==> config.mk <==
export PLATFORM = sky130hd
export DESIGN_NAME = mc_control_fsm
export DESIGN_NICKNAME = d
export VERILOG_FILES = /design/src/rtl/mc_control_fsm.sv
export SDC_FILE = /design/constraint.sdc
export NUM_CORES = 1
export LEC_CHECK = 0
export ABC_AREA = 1
export BUFFER_PORTS_ARGS = -buffer_cell sky130_fd_sc_hd__buf_2
export CAP_MARGIN = 5
export CORE_MARGIN = 5
export CORE_UTILIZATION = 32
export DETAILED_ROUTE_END_ITERATION = 16
export PLACE_DENSITY_LB_ADDON = 0.3
export REMOVE_ABC_BUFFERS = 1
export SETUP_SLACK_MARGIN = 0.5
export SLEW_MARGIN = 10
export SYNTH_ARGS = -nofsm -noshare
export SYNTH_HDL_FRONTEND = slang
export SYNTH_SLANG_ARGS = --single-unit
==> constraint.sdc <==
create_clock -name clk -period 1.4 [get_ports clk]
set_input_delay 0.35 -clock clk [delete_from_list [all_inputs] [get_ports clk]]
set_output_delay 0.35 -clock clk [all_outputs]
set_load 0.005 [all_outputs]
==> src/rtl/mc_control_fsm.sv <==
// Multicycle MIPS main controller: sequences fetch/decode/execute/memory/writeback
// and drives every datapath enable and mux select from the state and latched opcode.
module mc_control_fsm (
  input  logic       clk,
  input  logic       rst,
  input  logic [5:0] op,
  input  logic       mem_ready,
  output logic       PCWrite,
  output logic       PCWriteCond,
  output logic       IorD,
  output logic       MemRead,
  output logic       MemWrite,
  output logic       IRWrite,
  output logic       MemtoReg,
  output logic       RegDst,
  output logic       RegWrite,
  output logic       ALUSrcA,
  output logic [1:0] ALUSrcB,
  output logic [1:0] ALUOp,
  output logic [1:0] PCSource,
  output logic       ExtendSign,
  output logic       illegal_op,
  output logic [3:0] state_dbg
);

  typedef enum logic [3:0] {
    S_FETCH  = 4'd0,
    S_DECODE = 4'd1,
    S_MEMADR = 4'd2,
    S_MEMRD  = 4'd3,
    S_MEMWB  = 4'd4,
    S_MEMWR  = 4'd5,
    S_EXEC   = 4'd6,
    S_ALUWB  = 4'd7,
    S_BRANCH = 4'd8,
    S_JUMP   = 4'd9,
    S_IEXEC  = 4'd10,
    S_IWB    = 4'd11
  } state_t;

  localparam logic [5:0] OP_R    = 6'b000000;
  localparam logic [5:0] OP_LW   = 6'b100011;
  localparam logic [5:0] OP_SW   = 6'b101011;
  localparam logic [5:0] OP_BEQ  = 6'b000100;
  localparam logic [5:0] OP_J    = 6'b000010;
  localparam logic [5:0] OP_ADDI = 6'b001000;
  localparam logic [5:0] OP_ANDI = 6'b001100;
  localparam logic [5:0] OP_ORI  = 6'b001101;

  state_t     state_reg, state_next;
  logic [5:0] op_q_reg;
  logic       imm_logic;

  always_ff @(posedge clk or posedge rst) begin
    if (rst) begin
      state_reg <= S_FETCH;
      op_q_reg  <= '0;
    end else begin
      state_reg <= state_next;
      if (state_reg == S_DECODE)
        op_q_reg <= op;
    end
  end

  assign imm_logic = (op_q_reg == OP_ANDI) || (op_q_reg == OP_ORI);
  assign state_dbg = state_reg;

  // Outputs are forced to their idle values while rst is held, even though the
  // state register already reads FETCH, so no strobe leaks out during reset.
  always_comb begin
    state_next  = S_FETCH;
    PCWrite     = 1'b0;
    PCWriteCond = 1'b0;
    IorD        = 1'b0;
    MemRead     = 1'b0;
    MemWrite    = 1'b0;
    IRWrite     = 1'b0;
    MemtoReg    = 1'b0;
    RegDst      = 1'b0;
    RegWrite    = 1'b0;
    ALUSrcA     = 1'b0;
    ALUSrcB     = 2'b00;
    ALUOp       = 2'b00;
    PCSource    = 2'b00;
    ExtendSign  = 1'b1;
    illegal_op  = 1'b0;
    if (!rst) begin
      case (state_reg)
        S_FETCH: begin
          MemRead = 1'b1;
          ALUSrcB = 2'b01;
          IRWrite = mem_ready;
          PCWrite = mem_ready;
          state_next = mem_ready ? S_DECODE : S_FETCH;
        end
        S_DECODE: begin
          ALUSrcB = 2'b11;
          case (op)
            OP_LW, OP_SW:              state_next = S_MEMADR;
            OP_R:                      state_next = S_EXEC;
            OP_BEQ:                    state_next = S_BRANCH;
            OP_J:                      state_next = S_JUMP;
            OP_ADDI, OP_ANDI, OP_ORI:  state_next = S_IEXEC;
            default: begin
              state_next = S_FETCH;
              illegal_op = 1'b1;
            end
          endcase
        end
        S_MEMADR: begin
          ALUSrcA = 1'b1;
          ALUSrcB = 2'b10;
          state_next = (op_q_reg == OP_SW) ? S_MEMWR : S_MEMRD;
        end
        S_MEMRD: begin
          MemRead = 1'b1;
          IorD    = 1'b1;
          state_next = mem_ready ? S_MEMWB : S_MEMRD;
        end
        S_MEMWB: begin
          RegWrite = 1'b1;
          MemtoReg = 1'b1;
        end
        S_MEMWR: begin
          MemWrite = 1'b1;
          IorD     = 1'b1;
          state_next = mem_ready ? S_FETCH : S_MEMWR;
        end
        S_EXEC: begin
          ALUSrcA = 1'b1;
          ALUOp   = 2'b10;
          state_next = S_ALUWB;
        end
        S_ALUWB: begin
          RegWrite = 1'b1;
          RegDst   = 1'b1;
        end
        S_BRANCH: begin
          ALUSrcA     = 1'b1;
          ALUOp       = 2'b01;
          PCWriteCond = 1'b1;
          PCSource    = 2'b01;
        end
        S_JUMP: begin
          PCWrite  = 1'b1;
          PCSource = 2'b10;
        end
        S_IEXEC: begin
          ALUSrcA    = 1'b1;
          ALUSrcB    = 2'b10;
          ALUOp      = imm_logic ? 2'b11 : 2'b00;
          ExtendSign = !imm_logic;
          state_next = S_IWB;
        end
        S_IWB: begin
          RegWrite   = 1'b1;
          ExtendSign = !imm_logic;
        end
        default: state_next = S_FETCH;
      endcase
    end
  end

endmodule

## After elaboration in Yosys (flattened, before gate mapping)

Cells that the tools add are included.

| storage, ports and cells | value |
|---|---|
| bits in registers | 10 |
| output and inout bits | 22 |
| bits of input ports | 9 |

| operators by class | value |
|---|---|
| reductions and logical operators | 13 |
| mux-type cells | 39 |
| equal/unequal tests | 21 |

Operator list:

| operator | number |
|---|---|
| 6-bit by 4-bit == test with 1-bit output, second input constant | 5 |
| 4-bit case mux with 7 select lines | 1 |
| 1-bit 2-to-1 mux | 25 |
| 4-bit case mux with 5 select lines | 1 |
| 6-bit == test, second input constant | 3 |
| 4-bit by 3-bit == test with 1-bit output, second input constant | 4 |
| 4-bit == test, second input constant | 4 |
| 2-bit case mux with 3 select lines | 2 |
| 2-bit OR reduction | 5 |
| 3-bit 2-to-1 mux | 3 |
| 4-bit by 2-bit == test with 1-bit output, second input constant | 2 |
| 2-bit 2-to-1 mux | 4 |
| 8-bit OR reduction | 1 |
| 6-bit by 2-bit == test with 1-bit output, second input constant | 1 |
| 6-bit by 3-bit == test with 1-bit output, second input constant | 1 |
| 6-bit zero test | 1 |
| 3-bit OR reduction | 2 |
| 4-bit by 1-bit == test with 1-bit output, second input constant | 1 |
| 4-bit zero test | 1 |
| 4-bit 2-to-1 mux | 1 |
| 2-bit case mux with 2 select lines | 1 |
| 4-bit OR reduction | 1 |
| 1-bit case mux with 2 select lines | 1 |
| 1-bit zero test | 1 |
| 1-bit logical OR | 1 |

## Depth between registers and ports, before layout

Gate-level depths: netlist of the first run.

| depth | value |
|---|---|
| depth after elaboration | 5 |
| mapped depth | 8 |
| gate-level depth less buffers | 8 |

## Least setup slack after synthesis of the first run

OpenSTA, ideal clock, no wires.

| path | value |
|---|---|
| path kind | register to output |
| start | reg state_reg[1], in the netlist state_dbg[1] |
| end | out illegal_op |
| cell stages (with the launch flop) | 7 |
| setup slack | -28 ps |
| arrival time | 1,078 ps |
| data required time | 1,050 ps |
| path through | dfrtp_1 inv_2 nand2_2 nor2_2 buf_6 nand4_1 nor2_1 |

| between the ends | value |
|---|---|
| longest elaborated chain between the ends | 3 |

RTL lines:

| element | line | RTL |
|---|---|---|
| start: declaration | 50 | `state_t state_reg, state_next;` |
| start signal: assignment | 59 | `state_reg <= state_next;` |
| 4-bit by 1-bit == test with 1-bit output | 88 | `case (state_reg)` |
| 1-bit 2-to-1 mux | 88 |  |
| 1-bit 2-to-1 mux | 87 | `if (!rst) begin` |
| end: declaration | 22 | `output logic illegal_op,` |

No other way between the ends.

## Worst setup path in the final report of the first run

| path | value |
|---|---|
| start | reg state_reg[1], in the netlist state_dbg[1] |
| end | out ALUOp[0] |

| between the ends | value |
|---|---|
| longest elaborated chain between the ends | 3 |
| elaborated cells between the ends (all ways) | 5 |
| classes of those cells | eq/ne: 3; mux: 2 |

RTL lines:

| element | line | RTL |
|---|---|---|
| 4-bit == test / 4-bit by 3-bit == test with 1-bit output (equally long branches) | 88 |  |
| 2-bit case mux with 3 select lines (*) | 88 |  |
| 2-bit 2-to-1 mux (*) | 87 |  |
| end: declaration | 19 | `output logic [1:0] ALUOp,` |

Every way passes the cells marked *; elsewhere a longest branch is shown, timed or not.

==> results of run 1 <==
## final cells by class
class                   count  share of cell area [%]
clock buffers               4                    2.57
inverters                  24                    6.55
well taps                  30                    2.65
multi-input cells         104                    38.5
flip-flops and latches     10                    18.0
repair buffers             68                    31.8
## Yosys cell counts (all sizes together)
| cell type | n | share of area (%) |
|---|---|---|
| nor2 | 33 | 18 |
| nor3 | 2 | 1.2 |
| dfrtp | 10 | 30 |
| o21ai | 7 | 4.2 |
| clkinv | 1 | 0.45 |
| a21oi | 6 | 3.6 |
| and3 | 1 | 0.75 |
| nand2b | 1 | 0.75 |
| o22ai | 1 | 0.75 |
| buf | 3 | 2.9 |
| nand2 | 39 | 19 |
| nand4 | 2 | 1.5 |
| inv | 23 | 10 |
| nand3 | 12 | 7.2 |
## stage by stage
step / setup TNS (ns) / cell area (µm²) / hold WS (ns) / instances
5_1_grt: -7.67 / 1410 / 0.298 / 240
3_5_place_dp: -1.19 / 1200 / 0.478 / 226
4_1_cts: -5.75 / 1340 / 0.248 / 237
3_3_place_gp: -0.829 / 1200 / 0.457 / 226
6_report: -6.07 / 1410 / 0.292 / 240
2_1_floorplan: -0.0660 / 807 / 0.183 / 138
## timing repair
item / 4_1_cts / 5_1_grt
resized for setup: 22 / 13
buffers inserted: 7 / 3
pin swaps: 8 / 7
endpoints found under the setup margin: 32 / 32
endpoints found under the hold margin: 0 / 0
## per-layer routing
| layer | global-route usage (%) | vias to the layer above |
|---|---|---|
| li1 | - | 572 |
| met5 | 0 | - |
| met1 | 18.8 | 512 |
| met2 | 27.3 | 35 |
| met4 | 5.26 | 0 |
| met3 | 2.77 | 4 |
## worst max-delay path, stage by stage, from the launching register on
cell	delay, ns
dfrtp_1	0.40
inv_2	0.08
nor2_4	0.17
nand2_2	0.12
inv_2	0.08
nand2_2	0.07
a21oi_2	0.11
buf_2	0.12
## worst paths after layout
path                              startpoint  cells after the start      endpoint
max in group asynchronous                rst                      4  state_dbg[3]
worst min-delay path                     rst                      4  state_dbg[0]
worst max register to register  state_dbg[2]                     12  state_dbg[3]
worst max-delay path            state_dbg[1]                      7      ALUOp[0]
worst min register to register   op_q_reg[0]                      2   op_q_reg[0]
min in group clk                       op[3]                      3   op_q_reg[3]
## cells by family (layout without fill, tap and decap cells)
group | Yosys count | in the layout | synth area share [%]
buffers and inverters | 27 | 96 | 13.7
AND/OR/NAND/NOR | 90 | 90 | 47.6
flip-flops | 10 | 10 | 30.1
AO/OA/AOI/OAI | 14 | 14 | 8.58
## report_power, final
part | internal [mW] | switching (mW) | leakage [nW] | total (mW)
Sequential | 0.330 | 0.0242 | 0.124 | 0.354
Combinational | 0.119 | 0.134 | 0.697 | 0.252
Clock | 0.158 | 0.107 | 0.0210 | 0.265
==> results.toml, run 1 <==
[clock_tree]
htreeDepth = 1
cts_root_buf = "clkbuf_4"
cts_buffers = 3
clock-sinks = 10
cts.path.max_buffers = 2
cts_tree = "built"
cts.clk_slew.worst_paths_ns = 0.07
hold_buffers = 0
clk_latency_ns = 0.27

[logic_synthesis]
avgSynthCellArea_um2 = 5.89
ys_seq_elements = 10
synth_cell_type_count = 20
yosysWarnings = 0
synth-seq-area-share_pct = 30.1
syn_inst = 141
syn-cell-area_um2 = 831

[timing]
finalMaxSlewViolations = 0
timing.final.crit_share_pct = 126
layout_min_cycle_time_ns = 1.77
skew_ns = 0.00160
fin_ws_ns = -0.370
fmax_ghz = 0.565
hold_viol_final = 0
setup_violations = 20
rsz0062_at_grt = "true"
tightest_slew_ns = 0.267
slew_headroom_pct = 82.1

[flow_run]
maxCapViolCount = 0

[setup_path]
arrival_ns = 1.42
worstPathRequired_ns = 1.05
path_max_fanout = 4
r2r_setup_slack_ns = -0.29
startpoint_type = "register"
endpoint_kind = "primary output"
path_class = "register to primary output"

[status]
violations = "negative setup slack"
outcome = "finished, violations left"

[place]
gp_congestion = 0.892
port_buffers = 30
dp_hpwl_um = 2110
dp_slack_ns = -0.198

[floorplanning]
die_h_um = 61.0
start_util_pct = 33.5
rows = 18
die_w_um = 61.0
io_pins = 31
dieArea_mm2 = 0.00372
core-area_mm2 = 0.00248

[cells_and_area]
layout_commonest_cell = "buf_4"
antenna_cells = 0
final_net_count = 220
fin_util_pct = 57.1
largest_reg_flops = 6
layout-drive-gt1-share_pct = 50.5
multi_input_area_um2 = 544
seqCellArea_um2 = 254
n_fill_cell = 244
layout-area-overhead-vs-synth_pct = 70.2
layout_common_cells = "buf_4, nand2_1, buf_2"

[global_routing]
grt_pass1_vias = 1055
grt_max_degree = 11
overflow = 0
grt_use_total_pct = 15.5
antenna_found_initial = 0
grt_pass1_wl_um = 4280

[route]
met3RoutedLength_um = 203
wl_met1_um = 1100
vias = 1123
ant_nets = 0
dr.pass1.iters = 4
viasPerCell = 4.68
totalWireLength_um = 2790
maxUsedRoutingLayer = "met4"
detail_route.wl_per_cell_um = 11.6
drtIter0Drc = 42
drc = 0
wl_met2_um = 1450

[pwr]
total_power_mw = 0.872
powerDensity_mw_per_mm2 = 617
ir_worst_vdd_mv = 0.521
cellLeakagePower_nw = 0.842

[min_path]
hold_class = "primary input to async pin"
(Power assumes the default switching activity.)
==> run 2: changes to the inputs <==
--- a/config.mk
+++ b/config.mk
@@ -19,2 +19,3 @@
 export SYNTH_HDL_FRONTEND = slang
 export SYNTH_SLANG_ARGS = --single-unit
+export TNS_END_PERCENT = 10
==> constraint.sdc (replaced) <==
create_clock -name clk -period 1.4 [get_ports clk]
set_input_delay 0.07 -clock clk [delete_from_list [all_inputs] [get_ports clk]]
set_output_delay 0.07 -clock clk [all_outputs]
set_load 0.005 [all_outputs]
==> run 2 against run 1 <==
  * The flow still finishes with violations (negative setup slack)
  * Combinational power is 13% lower
  * Non-clock buffer count is 27 lower
  * Clock power is 3% lower
  * Highest routed layer unchanged
==> results.toml, run 2 (same netlist as run 1, synthesis figures left out) <==
[floorplanning]
rows = 18
die_h_um = 61.0
start_util_pct = 33.5
dieArea_mm2 = 0.00372
core-area_mm2 = 0.00248
die_w_um = 61.0
io_pins = 31

[cells_and_area]
design_area_mm2 = 0.00122
layout_commonest_cell = "buf_2"
largest_reg_flops = 6
layout-area-overhead-vs-synth_pct = 46.7
layout-drive-gt1-share_pct = 44.3
n_fill_cell = 261
final_net_count = 193
layout_common_cells = "buf_2, nand2_1, nor2_1"
antenna_cells = 0

[pwr]
ir_worst_vdd_mv = 0.439
powerDensity_mw_per_mm2 = 682
cellLeakagePower_nw = 0.708

[timing]
finalMaxSlewViolations = 0
layout_min_cycle_time_ns = 1.51
slew_headroom_pct = 80.5
tightest_slew_ns = 0.290
skew_ns = 0.00397
setup_violations = 10
timing.final.crit_share_pct = 108
rsz0062_at_grt = "true"
fmax_ghz = 0.663
final.setup.tns_ns = -0.653
hold_viol_final = 0
fin_ws_ns = -0.109

[clock_tree]
htreeDepth = 1
cts_tree = "built"
clk_latency_ns = 0.26
cts_root_buf = "clkbuf_4"
cts.clk_slew.worst_paths_ns = 0.07
cts.path.max_buffers = 2
clock-sinks = 10
cts_buffers = 3

[route]
detail_route.wl_per_cell_um = 12.1
ant_nets = 0
viasPerCell = 4.80
drc = 0
dr.pass1.iters = 4
drtIter0Drc = 16
vias = 1023
totalWireLength_um = 2580

[global_routing]
grt_max_degree = 11
overflow = 0
grt_pass1_wl_um = 3940
antenna_found_initial = 0
grt_pass1_vias = 982
grt_use_total_pct = 14.3

[setup_path]
startpoint_type = "register"
r2r_end = "state_dbg[1]"
cp_cell_sequence = "inv_4 > nor2_4 > inv_2 > nor2_4 > inv_2 > o22ai_2 > buf_2"
worstPathRequired_ns = 1.33
reg2reg_depth = 7
path_class = "register to primary output"
path_max_fanout = 4
critical_path.slowest_cell = "dfrtp_2"
cp-endpoint = "PCWrite"
r2r_setup_slack_ns = 0.10
startpoint = "state_dbg[3]"
r2r-start = "state_dbg[0]"
endpoint_kind = "primary output"
max_stage_delay_ns = 0.45
arrival_ns = 1.44

[min_path]
hold_class = "primary input to register"
hp-start = "op[4]"

[status]
violations = "negative setup slack"
outcome = "finished, violations left"

[place]
post_dp_cell_area_mm2 = 0.00102
gp_congestion = 0.827
port_buffers = 30
dp_hpwl_um = 1940

[flow_run]
maxCapViolCount = 0
[run 2: power by group]
part	leakage (nW)	internal, mW	switching, mW
Sequential	0.122	0.330	0.0249
Clock	0.0210	0.158	0.0991
Combinational	0.564	0.0883	0.131
Total	0.708	0.576	0.255
[run 2: worst min-delay path by stage]
stage / to / cells past startpoint / slack, ns
detailed placement: state_dbg[1] / 2 / 0.02
floorplan: op_q_reg[0] / 1 / -0.1
CTS: op_q_reg[4] / 3 / 0.03
global placement: state_dbg[1] / 2 / 0.02
finish: op_q_reg[4] / 3 / 0.04
global route: op_q_reg[0] / 3 / 0.04
[run 2: area by class of cell]
type | count | area (µm²) | share of cell area, %
flip-flops and latches | 10 | 255 | 20.9
well taps | 30 | 37.5 | 3.08
inverters | 24 | 95.1 | 7.80
repair buffers | 41 | 238 | 19.5
multi-input cells | 104 | 557 | 45.7
clock buffers | 4 | 36.3 | 2.98
[run 2: critical path: cells and delay by family, from the launching register on]
kind            cells  cell delay, ns
compound gates      1            0.15
buf+inv             4            0.33
flops               1            0.45
simple gates        2            0.24
[run 2: metal layers]
metal	share of wire (%)	global-route usage, %
met5	0	0
met4	2.0	7.74
met2	51	26.0
met3	7.8	3.83
met1	39	14.9
[run 2: repair_timing]
action / 4_1_cts / 5_1_grt
endpoints found under the hold margin: 4 / 0
gates resized for setup: 16 / 22
endpoints found under the setup margin: 32 / 32
buffers inserted: 1 / 4
pin swaps: 7 / 12
hold buffers: 2 / 0
cloned: 0 / 0
[run 2: stage by stage]
step | std cells | utilization, % | total power, mW | hold WS, ns | setup slack [ns]
finish | 213 | 49.2 | 0.831 | 0.0445 | -0.109
global placement | 202 | 41.4 | 0.539 | 0.0196 | 0.0974
detailed placement | 202 | 41.4 | 0.543 | 0.0234 | 0.113
global route | 213 | 49.2 | 0.888 | 0.0439 | -0.198
floorplan | 138 | - | 0.463 | -0.0968 | 0.214
CTS | 209 | 45.5 | 0.818 | 0.0340 | -0.108
==> run 3: changes to the inputs <==
==> constraint.sdc (replaced) <==
create_clock -name clk -period 1.4 [get_ports clk]
set_input_delay 0.14 -clock clk [delete_from_list [all_inputs] [get_ports clk]]
set_output_delay 0.14 -clock clk [all_outputs]
set_load 0.005 [all_outputs]
==> run 3 against run 2 <==
  * The flow still finishes with violations (negative setup slack)
  * Maximum frequency down 5.9%
  * First-iteration DRC count rose to 3.4 times the previous value
  * Global-route usage increased by 0.44 points
  * Sequential share of layout area fell by 0.50 points
  * Non-clock buffer count is 5 higher
  * Clock power is 2% higher
  * Routed wire length is 1.7% higher
  * Clock skew is 0.0015 ns lower
  * Via count up 2.8%
  * Critical path depth stayed put
  * Highest routed layer unchanged
==> results.toml, run 3 (same netlist as run 1, synthesis figures left out) <==
[status]
outcome = "finished, violations left"
violations = "negative setup slack"

[floorplanning]
die_w_um = 61.0
dieArea_mm2 = 0.00372
die_h_um = 61.0
start_util_pct = 33.5
rows = 18
core-area_mm2 = 0.00248
io_pins = 31

[route]
drc = 0
vias = 1052
drtIter0Drc = 55
ant_nets = 0
detail_route.wl_per_cell_um = 12.1
viasPerCell = 4.83
totalWireLength_um = 2630
dr.pass1.iters = 4

[setup_path]
startpoint = "state_dbg[3]"
cp-endpoint = "ALUSrcA"
r2r-start = "state_dbg[3]"
r2r_setup_slack_ns = 0.03
endpoint_kind = "primary output"
path_max_fanout = 4
startpoint_type = "register"
reg2reg_depth = 9
path_class = "register to primary output"
r2r_end = "state_dbg[3]"
arrival_ns = 1.46
worstPathRequired_ns = 1.26

[cells_and_area]
layout-area-overhead-vs-synth_pct = 49.5
largest_reg_flops = 6
final_net_count = 198
layout-drive-gt1-share_pct = 43.6
layout_commonest_cell = "nand2_1"
design_area_mm2 = 0.00124
antenna_cells = 0
fin_util_pct = 50.2
layout_common_cells = "nand2_1, buf_2, nor2_1"

[global_routing]
antenna_found_initial = 0
grt_use_total_pct = 14.8
grt_pass1_vias = 977
grt_max_degree = 11
overflow = 0
grt_pass1_wl_um = 4040

[place]
post_dp_cell_area_mm2 = 0.00104
gp_congestion = 0.846
dp_hpwl_um = 1980
port_buffers = 30

[flow_run]
maxCapViolCount = 0

[timing]
fmax_ghz = 0.624
fin_ws_ns = -0.203
timing.final.crit_share_pct = 114
slew_headroom_pct = 80.4
finalMaxSlewViolations = 0
fin_hold_ws_ns = 0.104
rsz0062_at_grt = "true"
layout_min_cycle_time_ns = 1.60
skew_ns = 0.00246
tightest_slew_ns = 0.292
setup_violations = 17
hold_viol_final = 0

[clock_tree]
clk_latency_ns = 0.27
cts.clk_slew.worst_paths_ns = 0.07
cts_root_buf = "clkbuf_4"
clock-sinks = 10
cts_tree = "built"
htreeDepth = 1
cts_buffers = 3
cts.path.max_buffers = 2

[pwr]
ir_worst_vdd_mv = 0.388
powerDensity_mw_per_mm2 = 673
net-switching-power_mw = 0.258
cellLeakagePower_nw = 0.730
p_sw_share_pct = 30.9
comb_power_share_pct = 26.4
intPower_mw = 0.578
p_clk_share_pct = 31.3
pwr-share-seq_pct = 42.3

[min_path]
hold_class = "primary input to register"
run 3: worst min-delay path by stage:
stage	to	depth (start not counted)	slack, ns	from
floorplan	op_q_reg[0]	1	-0.03	rst
global placement	state_dbg[2]	2	0.07	rst
detailed placement	state_dbg[2]	2	0.07	rst
CTS	op_q_reg[4]	3	0.10	op[4]
global route	op_q_reg[4]	3	0.11	op[4]
finish	op_q_reg[4]	3	0.10	op[4]
run 3: power groups by stage:
stage	registers, mW	clock network (mW)	logic (mW)
after floorplan	0.353	0	0.109
after global placement	0.356	0	0.186
after detailed placement	0.358	0	0.188
after CTS	0.354	0.271	0.210
after global routing	0.358	0.283	0.247
final	0.354	0.262	0.221
run 3: area by class of cell:
cell class	count	area [µm²]
fillers	262	1230
multi-input cells	104	543
repair buffers	46	279
flip-flops and latches	10	254
inverters	24	92.6
well taps	30	37.5
clock buffers	4	36.3
run 3: routing by layer:
| metal | GRT usage, % | part of all wire (%) | vias up |
|---|---|---|---|
| li1 | - | - | 527 |
| met1 | 17.3 | 40 | 480 |
| met2 | 26.4 | 51 | 39 |
| met3 | 2.77 | 7.4 | 6 |
| met4 | 5.88 | 1.4 | 0 |
| met5 | 0 | 0 | - |
run 3: critical path, stage by stage (launching register included):
cell	delay (ns)
dfrtp_2	0.45
buf_6	0.13
nor2_4	0.16
nand2_2	0.11
nand2_1	0.07
nand2_1	0.06
o21ai_1	0.09
buf_2	0.13
run 3: what timing repair did:
action / in CTS / in global routing
hold endpoints to repair: 2 / 0
buffers inserted: 4 / 4
hold buffers: 2 / 0
pin swaps: 9 / 6
resized for setup: 17 / 16
setup endpoints to repair: 32 / 32
run 3: through the flow:
stage               std cells  setup slack (ns)  total power, mW  TNS (ns)
finish                    218            -0.203            0.837     -1.67
global route              218            -0.250            0.888     -3.12
CTS                       214            -0.166            0.835     -1.46
detailed placement        204           0.00484            0.547         0
global placement          204            0.0867            0.542         0
floorplan                 138             0.144            0.463         0
